--- src/rtl/rtc_bus_cycle_ctrl_pkg.sv ---
// Shared types and constants for the RTC bus-cycle controller.
// Also holds the BCD validity helper used by the display decoder.
package rtc_bus_pkg;

  localparam int PHASE_CYC_DEF = 10;
  localparam int TURN_CYC_DEF  = 2;

  // Registers at or above this address hold commands/status, not BCD data
  localparam logic [7:0] CMD_ADDR_BASE = 8'hF0;

  localparam logic [2:0] S_IDLE   = 3'd0;
  localparam logic [2:0] S_A_STB  = 3'd1;
  localparam logic [2:0] S_A_HOLD = 3'd2;
  localparam logic [2:0] S_GAP    = 3'd3;
  localparam logic [2:0] S_D_STB  = 3'd4;
  localparam logic [2:0] S_D_HOLD = 3'd5;
  localparam logic [2:0] S_DONE   = 3'd6;

  typedef enum logic [2:0] {
    ST_IDLE   = S_IDLE,
    ST_A_STB  = S_A_STB,
    ST_A_HOLD = S_A_HOLD,
    ST_GAP    = S_GAP,
    ST_D_STB  = S_D_STB,
    ST_D_HOLD = S_D_HOLD,
    ST_DONE   = S_DONE
  } state_t;

  function automatic logic bcd_valid(input logic [7:0] v);
    return (v[7:4] <= 4'd9) && (v[3:0] <= 4'd9);
  endfunction

endpackage

--- src/rtl/rtc_bus_cycle_ctrl_if.sv ---
// Sequencer request and RTC bus signals of the bus-cycle controller.
// master = sequencer side, slave = controller side.
interface rtc_bus_cycle_ctrl_if;
  logic       in_en_funcion_rtc;
  logic       in_funcion_w_r;
  logic [7:0] in_addr_ram_rtc;
  logic [7:0] in_dato_escritura;
  logic [7:0] in_ad;
  logic [7:0] out_ad;
  logic       out_ad_oe;
  logic       out_cs_n;
  logic       out_rd_n;
  logic       out_wr_n;
  logic       out_a_d;
  logic       out_flag_done;
  logic [7:0] out_dato_leido;
  logic       out_busy;
  logic       out_bcd_err;

  modport master (
    output in_en_funcion_rtc, in_funcion_w_r, in_addr_ram_rtc, in_dato_escritura, in_ad,
    input  out_ad, out_ad_oe, out_cs_n, out_rd_n, out_wr_n, out_a_d,
           out_flag_done, out_dato_leido, out_busy, out_bcd_err
  );

  modport slave (
    input  in_en_funcion_rtc, in_funcion_w_r, in_addr_ram_rtc, in_dato_escritura, in_ad,
    output out_ad, out_ad_oe, out_cs_n, out_rd_n, out_wr_n, out_a_d,
           out_flag_done, out_dato_leido, out_busy, out_bcd_err
  );
endinterface

--- src/rtl/rtc_bus_cycle_ctrl_phase_timer.sv ---
// 8-bit load/decrement phase counter; zero flags the last cycle of a phase.
module rtc_phase_timer (
  input  logic       clk,
  input  logic       reset,
  input  logic       load,
  input  logic [7:0] load_val,
  input  logic       dec,
  output logic       zero
);
  logic [7:0] count_reg;

  always_ff @(posedge clk or negedge reset) begin
    if (!reset) begin
      count_reg <= 8'd0;
    end else if (load) begin
      count_reg <= load_val;
    end else if (dec && (count_reg != 8'd0)) begin
      count_reg <= count_reg - 8'd1;
    end
  end

  assign zero = (count_reg == 8'd0);
endmodule

--- src/rtl/rtc_bus_cycle_ctrl.sv ---
// Multiplexed address/data bus-cycle controller for the external RTC chip.
// Optional read-data BCD check is built when RTC_BCD_CHECK_EN is defined.
module rtc_bus_cycle_ctrl
  import rtc_bus_pkg::*;
#(
  parameter int PHASE_CYC = PHASE_CYC_DEF,
  parameter int TURN_CYC  = TURN_CYC_DEF
) (
  input logic                clk,
  input logic                reset,
  rtc_bus_cycle_ctrl_if.slave bus
);
  localparam logic [7:0] PHASE_LOAD = 8'(PHASE_CYC - 1);
  localparam logic [7:0] TURN_LOAD  = 8'(TURN_CYC - 1);

  state_t     state_reg;
  logic       w_r_reg;
  logic [7:0] addr_reg, data_reg;
  logic       cs_n_reg, rd_n_reg, wr_n_reg, a_d_reg, oe_reg;
  logic [7:0] ad_reg, leido_reg;
  logic       done_reg, busy_reg;
  logic       timed, timer_load, timer_dec, timer_zero;
  logic [7:0] timer_val;

  always_comb begin
    timed      = (state_reg != ST_IDLE) && (state_reg != ST_DONE);
    timer_load = 1'b0;
    timer_val  = PHASE_LOAD;
    if (state_reg == ST_IDLE) begin
      timer_load = bus.in_en_funcion_rtc;
    end else if (timed) begin
      timer_load = timer_zero;
    end
    // Leaving A_HOLD enters the turnaround gap
    if (state_reg == ST_A_HOLD) begin
      timer_val = TURN_LOAD;
    end
  end

  assign timer_dec = timed && !timer_zero;

  rtc_phase_timer u_timer (
    .clk      (clk),
    .reset    (reset),
    .load     (timer_load),
    .load_val (timer_val),
    .dec      (timer_dec),
    .zero     (timer_zero)
  );

`ifdef RTC_BCD_CHECK_EN
  logic bcd_err_reg;
  assign bus.out_bcd_err = bcd_err_reg;
`else
  assign bus.out_bcd_err = 1'b0;
`endif

  always_ff @(posedge clk or negedge reset) begin
    if (!reset) begin
      state_reg <= ST_IDLE;
      w_r_reg   <= 1'b0;
      addr_reg  <= 8'h00;
      data_reg  <= 8'h00;
      cs_n_reg  <= 1'b1;
      rd_n_reg  <= 1'b1;
      wr_n_reg  <= 1'b1;
      a_d_reg   <= 1'b1;
      oe_reg    <= 1'b0;
      ad_reg    <= 8'h00;
      done_reg  <= 1'b0;
      busy_reg  <= 1'b0;
      leido_reg <= 8'h00;
`ifdef RTC_BCD_CHECK_EN
      bcd_err_reg <= 1'b0;
`endif
    end else begin
      done_reg <= 1'b0;
`ifdef RTC_BCD_CHECK_EN
      bcd_err_reg <= 1'b0;
`endif
      case (state_reg)
        ST_IDLE: begin
          if (bus.in_en_funcion_rtc) begin
            state_reg <= ST_A_STB;
            w_r_reg   <= bus.in_funcion_w_r;
            addr_reg  <= bus.in_addr_ram_rtc;
            data_reg  <= bus.in_dato_escritura;
            cs_n_reg  <= 1'b0;
            a_d_reg   <= 1'b0;
            wr_n_reg  <= 1'b0;
            oe_reg    <= 1'b1;
            ad_reg    <= bus.in_addr_ram_rtc;
            busy_reg  <= 1'b1;
          end
        end
        ST_A_STB: begin
          ad_reg <= addr_reg;
          if (timer_zero) begin
            state_reg <= ST_A_HOLD;
            wr_n_reg  <= 1'b1;
          end
        end
        ST_A_HOLD: begin
          // a_d flips only here, with cs_n released and the bus floated
          if (timer_zero) begin
            state_reg <= ST_GAP;
            cs_n_reg  <= 1'b1;
            a_d_reg   <= 1'b1;
            oe_reg    <= 1'b0;
            ad_reg    <= 8'h00;
          end
        end
        ST_GAP: begin
          if (timer_zero) begin
            state_reg <= ST_D_STB;
            cs_n_reg  <= 1'b0;
            if (w_r_reg) begin
              wr_n_reg <= 1'b0;
              oe_reg   <= 1'b1;
              ad_reg   <= data_reg;
            end else begin
              rd_n_reg <= 1'b0;
            end
          end
        end
        ST_D_STB: begin
          if (timer_zero) begin
            state_reg <= ST_D_HOLD;
            wr_n_reg  <= 1'b1;
            rd_n_reg  <= 1'b1;
            if (!w_r_reg) begin
              leido_reg <= bus.in_ad;
            end
          end
        end
        ST_D_HOLD: begin
          if (timer_zero) begin
            state_reg <= ST_DONE;
            cs_n_reg  <= 1'b1;
            oe_reg    <= 1'b0;
            ad_reg    <= 8'h00;
            done_reg  <= 1'b1;
`ifdef RTC_BCD_CHECK_EN
            bcd_err_reg <= !w_r_reg && (addr_reg < CMD_ADDR_BASE) && !bcd_valid(leido_reg);
`endif
          end
        end
        ST_DONE: begin
          state_reg <= ST_IDLE;
          busy_reg  <= 1'b0;
        end
        default: state_reg <= ST_IDLE;
      endcase
    end
  end

  assign bus.out_ad         = ad_reg;
  assign bus.out_ad_oe      = oe_reg;
  assign bus.out_cs_n       = cs_n_reg;
  assign bus.out_rd_n       = rd_n_reg;
  assign bus.out_wr_n       = wr_n_reg;
  assign bus.out_a_d        = a_d_reg;
  assign bus.out_flag_done  = done_reg;
  assign bus.out_dato_leido = leido_reg;
  assign bus.out_busy       = busy_reg;
endmodule
--- src/flat_wrapper.sv ---
// flat-port wrapper written by rule: the top's interface ports become plain ports
module rtc_bus_cycle_ctrl_flat import rtc_bus_pkg::*;
#(
  parameter int PHASE_CYC = PHASE_CYC_DEF,
  parameter int TURN_CYC  = TURN_CYC_DEF
)
  (clk, reset, bus_in_en_funcion_rtc, bus_in_funcion_w_r, bus_in_addr_ram_rtc, bus_in_dato_escritura, bus_in_ad, bus_out_ad, bus_out_ad_oe, bus_out_cs_n, bus_out_rd_n, bus_out_wr_n, bus_out_a_d, bus_out_flag_done, bus_out_dato_leido, bus_out_busy, bus_out_bcd_err);
  rtc_bus_cycle_ctrl_if bus_i ();
  input logic clk;
  input logic reset;
  input wire logic [$bits(bus_i.in_en_funcion_rtc)-1:0] bus_in_en_funcion_rtc;
  input wire logic [$bits(bus_i.in_funcion_w_r)-1:0] bus_in_funcion_w_r;
  input wire logic [$bits(bus_i.in_addr_ram_rtc)-1:0] bus_in_addr_ram_rtc;
  input wire logic [$bits(bus_i.in_dato_escritura)-1:0] bus_in_dato_escritura;
  input wire logic [$bits(bus_i.in_ad)-1:0] bus_in_ad;
  output wire logic [$bits(bus_i.out_ad)-1:0] bus_out_ad;
  output wire logic [$bits(bus_i.out_ad_oe)-1:0] bus_out_ad_oe;
  output wire logic [$bits(bus_i.out_cs_n)-1:0] bus_out_cs_n;
  output wire logic [$bits(bus_i.out_rd_n)-1:0] bus_out_rd_n;
  output wire logic [$bits(bus_i.out_wr_n)-1:0] bus_out_wr_n;
  output wire logic [$bits(bus_i.out_a_d)-1:0] bus_out_a_d;
  output wire logic [$bits(bus_i.out_flag_done)-1:0] bus_out_flag_done;
  output wire logic [$bits(bus_i.out_dato_leido)-1:0] bus_out_dato_leido;
  output wire logic [$bits(bus_i.out_busy)-1:0] bus_out_busy;
  output wire logic [$bits(bus_i.out_bcd_err)-1:0] bus_out_bcd_err;
  assign bus_i.in_en_funcion_rtc = bus_in_en_funcion_rtc;
  assign bus_i.in_funcion_w_r = bus_in_funcion_w_r;
  assign bus_i.in_addr_ram_rtc = bus_in_addr_ram_rtc;
  assign bus_i.in_dato_escritura = bus_in_dato_escritura;
  assign bus_i.in_ad = bus_in_ad;
  assign bus_out_ad = bus_i.out_ad;
  assign bus_out_ad_oe = bus_i.out_ad_oe;
  assign bus_out_cs_n = bus_i.out_cs_n;
  assign bus_out_rd_n = bus_i.out_rd_n;
  assign bus_out_wr_n = bus_i.out_wr_n;
  assign bus_out_a_d = bus_i.out_a_d;
  assign bus_out_flag_done = bus_i.out_flag_done;
  assign bus_out_dato_leido = bus_i.out_dato_leido;
  assign bus_out_busy = bus_i.out_busy;
  assign bus_out_bcd_err = bus_i.out_bcd_err;
  rtc_bus_cycle_ctrl #(.PHASE_CYC(PHASE_CYC), .TURN_CYC(TURN_CYC)) u_core (.clk(clk), .reset(reset), .bus(bus_i));
endmodule
--- config.mk ---
export PLATFORM = sky130hd
export DESIGN_NAME = rtc_bus_cycle_ctrl_flat
export DESIGN_NICKNAME = d
export VERILOG_FILES = /design/src/rtl/rtc_bus_cycle_ctrl_pkg.sv /design/src/rtl/rtc_bus_cycle_ctrl_if.sv /design/src/rtl/rtc_bus_cycle_ctrl_phase_timer.sv /design/src/rtl/rtc_bus_cycle_ctrl.sv /design/src/flat_wrapper.sv
export SDC_FILE = /design/constraint.sdc
export NUM_CORES = 1
export LEC_CHECK = 0
export ABC_CLOCK_PERIOD_IN_PS = 3840
export CORE_ASPECT_RATIO = 1.2
export CORE_MARGIN = 8
export CORE_UTILIZATION = 46
export CTS_CLUSTER_DIAMETER = 40
export DETAILED_ROUTE_END_ITERATION = 8
export PLACE_DENSITY = 0.72
export SYNTH_ARGS = -nofsm -noshare
export SYNTH_HDL_FRONTEND = slang
export SYNTH_SLANG_ARGS = --single-unit
export TNS_END_PERCENT = 20
--- constraint.sdc ---
create_clock -name clk -period 3.84 [get_ports clk]
set_clock_uncertainty 0.1 [all_clocks]
set_input_delay 0.96 -clock clk [delete_from_list [all_inputs] [get_ports clk]]
set_output_delay 0.96 -clock clk [all_outputs]
set_load 0.02 [all_outputs]
==> impl_results.md <==
* Status: finished, final reports clean
* Combinational share of power at a little over a tenth
* Worst path required time at 2.78 ns
* GPL Wtd Cong at between 0.9 and 1
* CTS tree: built
* Die Y at around 99 um
* Largest net degree at the start of global routing at 35
* Commonest non-fill, non-tap cell in the layout: nand2_1
* Cts repair resizes at 0
* Final Non-Filler Cells at approximately 370
* Post-synthesis sequential area ratio at 48.60%
* Syn_area_per_cell at 10.02 sq um
* Hold Crit Depth at 2
* Total Die Area at approximately 8400 sq um
* First-pass GRT wire length at between 10 and 15 mm
* Sequential share of power at 58.3%
* Clock Tree Buf Depth at 2
* Antenna violations before repair at 0
* Setup TNS at 0 ns
* Post-synth EDFFs at 0
* Slowest stage delay, CP at roughly 0.6 ns
* Endpoints failing hold at 0
* Worst endpoint data arrival time at ~1.5 ns
* Cells along the critical path: clkdlybuf4s50_1
* Final period utilization at between 60% and 70%
* Cells on worst reg2reg path at 4
* GRT Util Overall at between 10% and 20%
* Startpoint types: register
* Grt total ovfl at 0
* Total power at ~970 uW
* Max VDD drop at 0.1917 mV
* Hold slack at about 0.38 ns
* Crit path max-delay cell type: clkdlybuf4s50_1
* Period minus WS final at 2.531 ns
* Post-CTS Setup Repair Bufs at 0
* Setup CP Type: reg -> out
* Tightest Pin Transition at roughly 0.87 ns
* RSZ-0062 raised after global routing: no
* Fraction of registers with async set/reset at between 90% and 100%
* Sw Pwr at 231.4 uW
* Crit-path max FO at 3
* 1st-pass router iterations at 4
* ANT nets after route at 0
* WP depth at 1
* FP Rows at 30
* Synth Net Count at between 200 and 300
* Io pins at 52
* Antenna diodes at 0
* CP Capture Type: output port
* Max H-tree Level at 2
* FMAX at approximately 0.4 GHz
* Setup-failing EPs final at 0
* Root Driver: clkbuf_8
* Clock sinks at 51
* DR vias at ~2100
* Number of global-route vias before repair at 2126
* Worst-skew pair later-pin latency at 0.31 ns
* Slew Limit Fails at 0
* Post-DP HPWL at between 4 and 5 mm
* P_int at about 740 uW
* Post-Syn Area at about 2600 sq um
* Area delta synth->final at 21.59%
* Sw Ratio at a little under a quarter
* Yosys warning count at 0
* Post-route DRC violation count at 0
* R2R setup slack at approximately 1.4 ns
* DR WL/cell at ~16 um
* Final core occ at between 50 and 60%
* Die X at 85.11 um
* Pleak at between 1 and 1.5 nW
* FF+latch count, synth at 51
* Placed cell count at roughly 360
* Core area at between 5000 and 6000 sq um
* Nets at approximately 340
* Mapped Cells at 263
* WL final at 6.061 mm
* Initial core utilization at 47.14%
* Vias/cell at 5.648
* Family with the most delay on the worst path: buffers and inverters
* Maxcap violations at 0
* Pwr dens at around 300 nW/um^2
* Fill cell count at just over 500
* Clock slew at reported path FFs at approximately 0.090 ns
* Buffers & Inverters on Critical Path at 1
* Relative slew margins at a little over two fifths
* Distinct cells, synth at 48
* Commonest cells after routing, fill and taps aside: nand2_1 (58), clkdlybuf4s50_1 (49), dfrtp_1 (47), a21oi_1 (20), o21ai_0 (13)
* Layout cells sized above 1 at between 10% and 20%
* PortBufs at 50
* Num CTS Buffers at 5
* Clock share of power at a little under a third
* Post-synth top flop: dfrtp_1
* Hold buffer count at cts at 0
* Initial drt markers at approximately 220
* HP Class: reg -> reg
[cell families after synthesis]
group	share of synthesized area [%]
and+or+nand+nor	18.23
AOI/OAI and AO/OA	16.94
DFF	48.60
buffers and inverters	6.074
muxes	8.733
adders and majority gates	0.9491
other	0.1422
xor gates and xnor gates	0.3323
[final timing paths]
kind | start | end
min in group asynchronous | reset | u_core.u_timer.count_reg[5]$_DFFE_PN0P_
worst min-delay path | u_core.addr_reg[2]$_DFFE_PN0P_ | u_core.addr_reg[2]$_DFFE_PN0P_
worst max-delay path | u_core.bus.out_rd_n$_DFFE_PN1P_ | bus_out_rd_n
worst max register to register | u_core.state_reg[2]$_DFFE_PN0P_ | u_core.bus.out_ad[6]$_DFFE_PN0P_
max in group asynchronous | reset | u_core.bus.out_ad[6]$_DFFE_PN0P_
worst min register to register | u_core.addr_reg[2]$_DFFE_PN0P_ | u_core.addr_reg[2]$_DFFE_PN0P_
[metal layers]
layer | global-route usage (%) | up-vias | routed length [um]
met5 | 0 | - | 0
met4 | 6.868 | 0 | 76
met3 | 4.330 | 7 | 306
met2 | 24.46 | 52 | 3093
met1 | 18.46 | 1023 | 2584
li1 | - | 1019 | -
[power by group through the flow]
stage                     Combinational, mW  Sequential, mW  Clock [mW]
after global routing                  0.110           0.568       0.339
after CTS                             0.103           0.566       0.322
after detailed placement              0.102           0.576           0
after global placement                0.101           0.575           0
final                                 0.101           0.566       0.304
after floorplan                      0.0283           0.584           0
[through the flow]
stage	area [sq um]	worst slack [ns]
2_1_floorplan	2636	1.804
3_3_place_gp	3120	1.075
3_5_place_dp	3120	1.019
4_1_cts	3206	1.290
5_1_grt	3206	1.201
6_report	3206	1.309
[cell usage after synthesis, types with 2 or more instances]
| cell | n | share of area [%] |
|---|---|---|
| nand2_1 | 58 | 8.3 |
| dfrtp_1 | 47 | 45 |
| a21oi_1 | 20 | 3.8 |
| o21ai_0 | 13 | 2.5 |
| nor2_1 | 11 | 1.6 |
| a22oi_1 | 10 | 2.8 |
| a221oi_1 | 8 | 2.7 |
| mux2_4 | 8 | 4.6 |
| inv_1 | 7 | 1.0 |
| clkbuf_1 | 6 | 0.85 |
| mux2_2 | 6 | 2.6 |
| clkbuf_8 | 4 | 2.1 |
| dfstp_2 | 4 | 4.0 |
| nand3_1 | 4 | 0.76 |
| o31ai_1 | 4 | 1.1 |
| a31oi_1 | 3 | 0.71 |
| buf_2 | 3 | 0.57 |
| nand2b_1 | 3 | 0.71 |
| nor3_1 | 3 | 0.57 |
| o22ai_1 | 3 | 0.71 |
| or3_1 | 3 | 0.71 |
| buf_4 | 2 | 0.57 |
| buf_6 | 2 | 0.85 |
| ha_1 | 2 | 0.95 |
| mux2_1 | 2 | 0.85 |
| mux2i_1 | 2 | 0.76 |
| nor2b_1 | 2 | 0.47 |
| o211ai_1 | 2 | 0.57 |
| or4_1 | 2 | 0.57 |
[area by class of cell]
cell class                 count  area (sq um)  area share, %
clock buffer                   6         72.57          2.264
clock inverter                 2         12.51         0.3903
inverter                       8         30.03         0.9368
multi-input combinational    187          1204          37.55
sequential                    51          1281          39.97
tap                           64         80.08          2.498
timing repair buffer          54         525.5          16.39
Note: power is estimated with default switching activity, not from simulation.
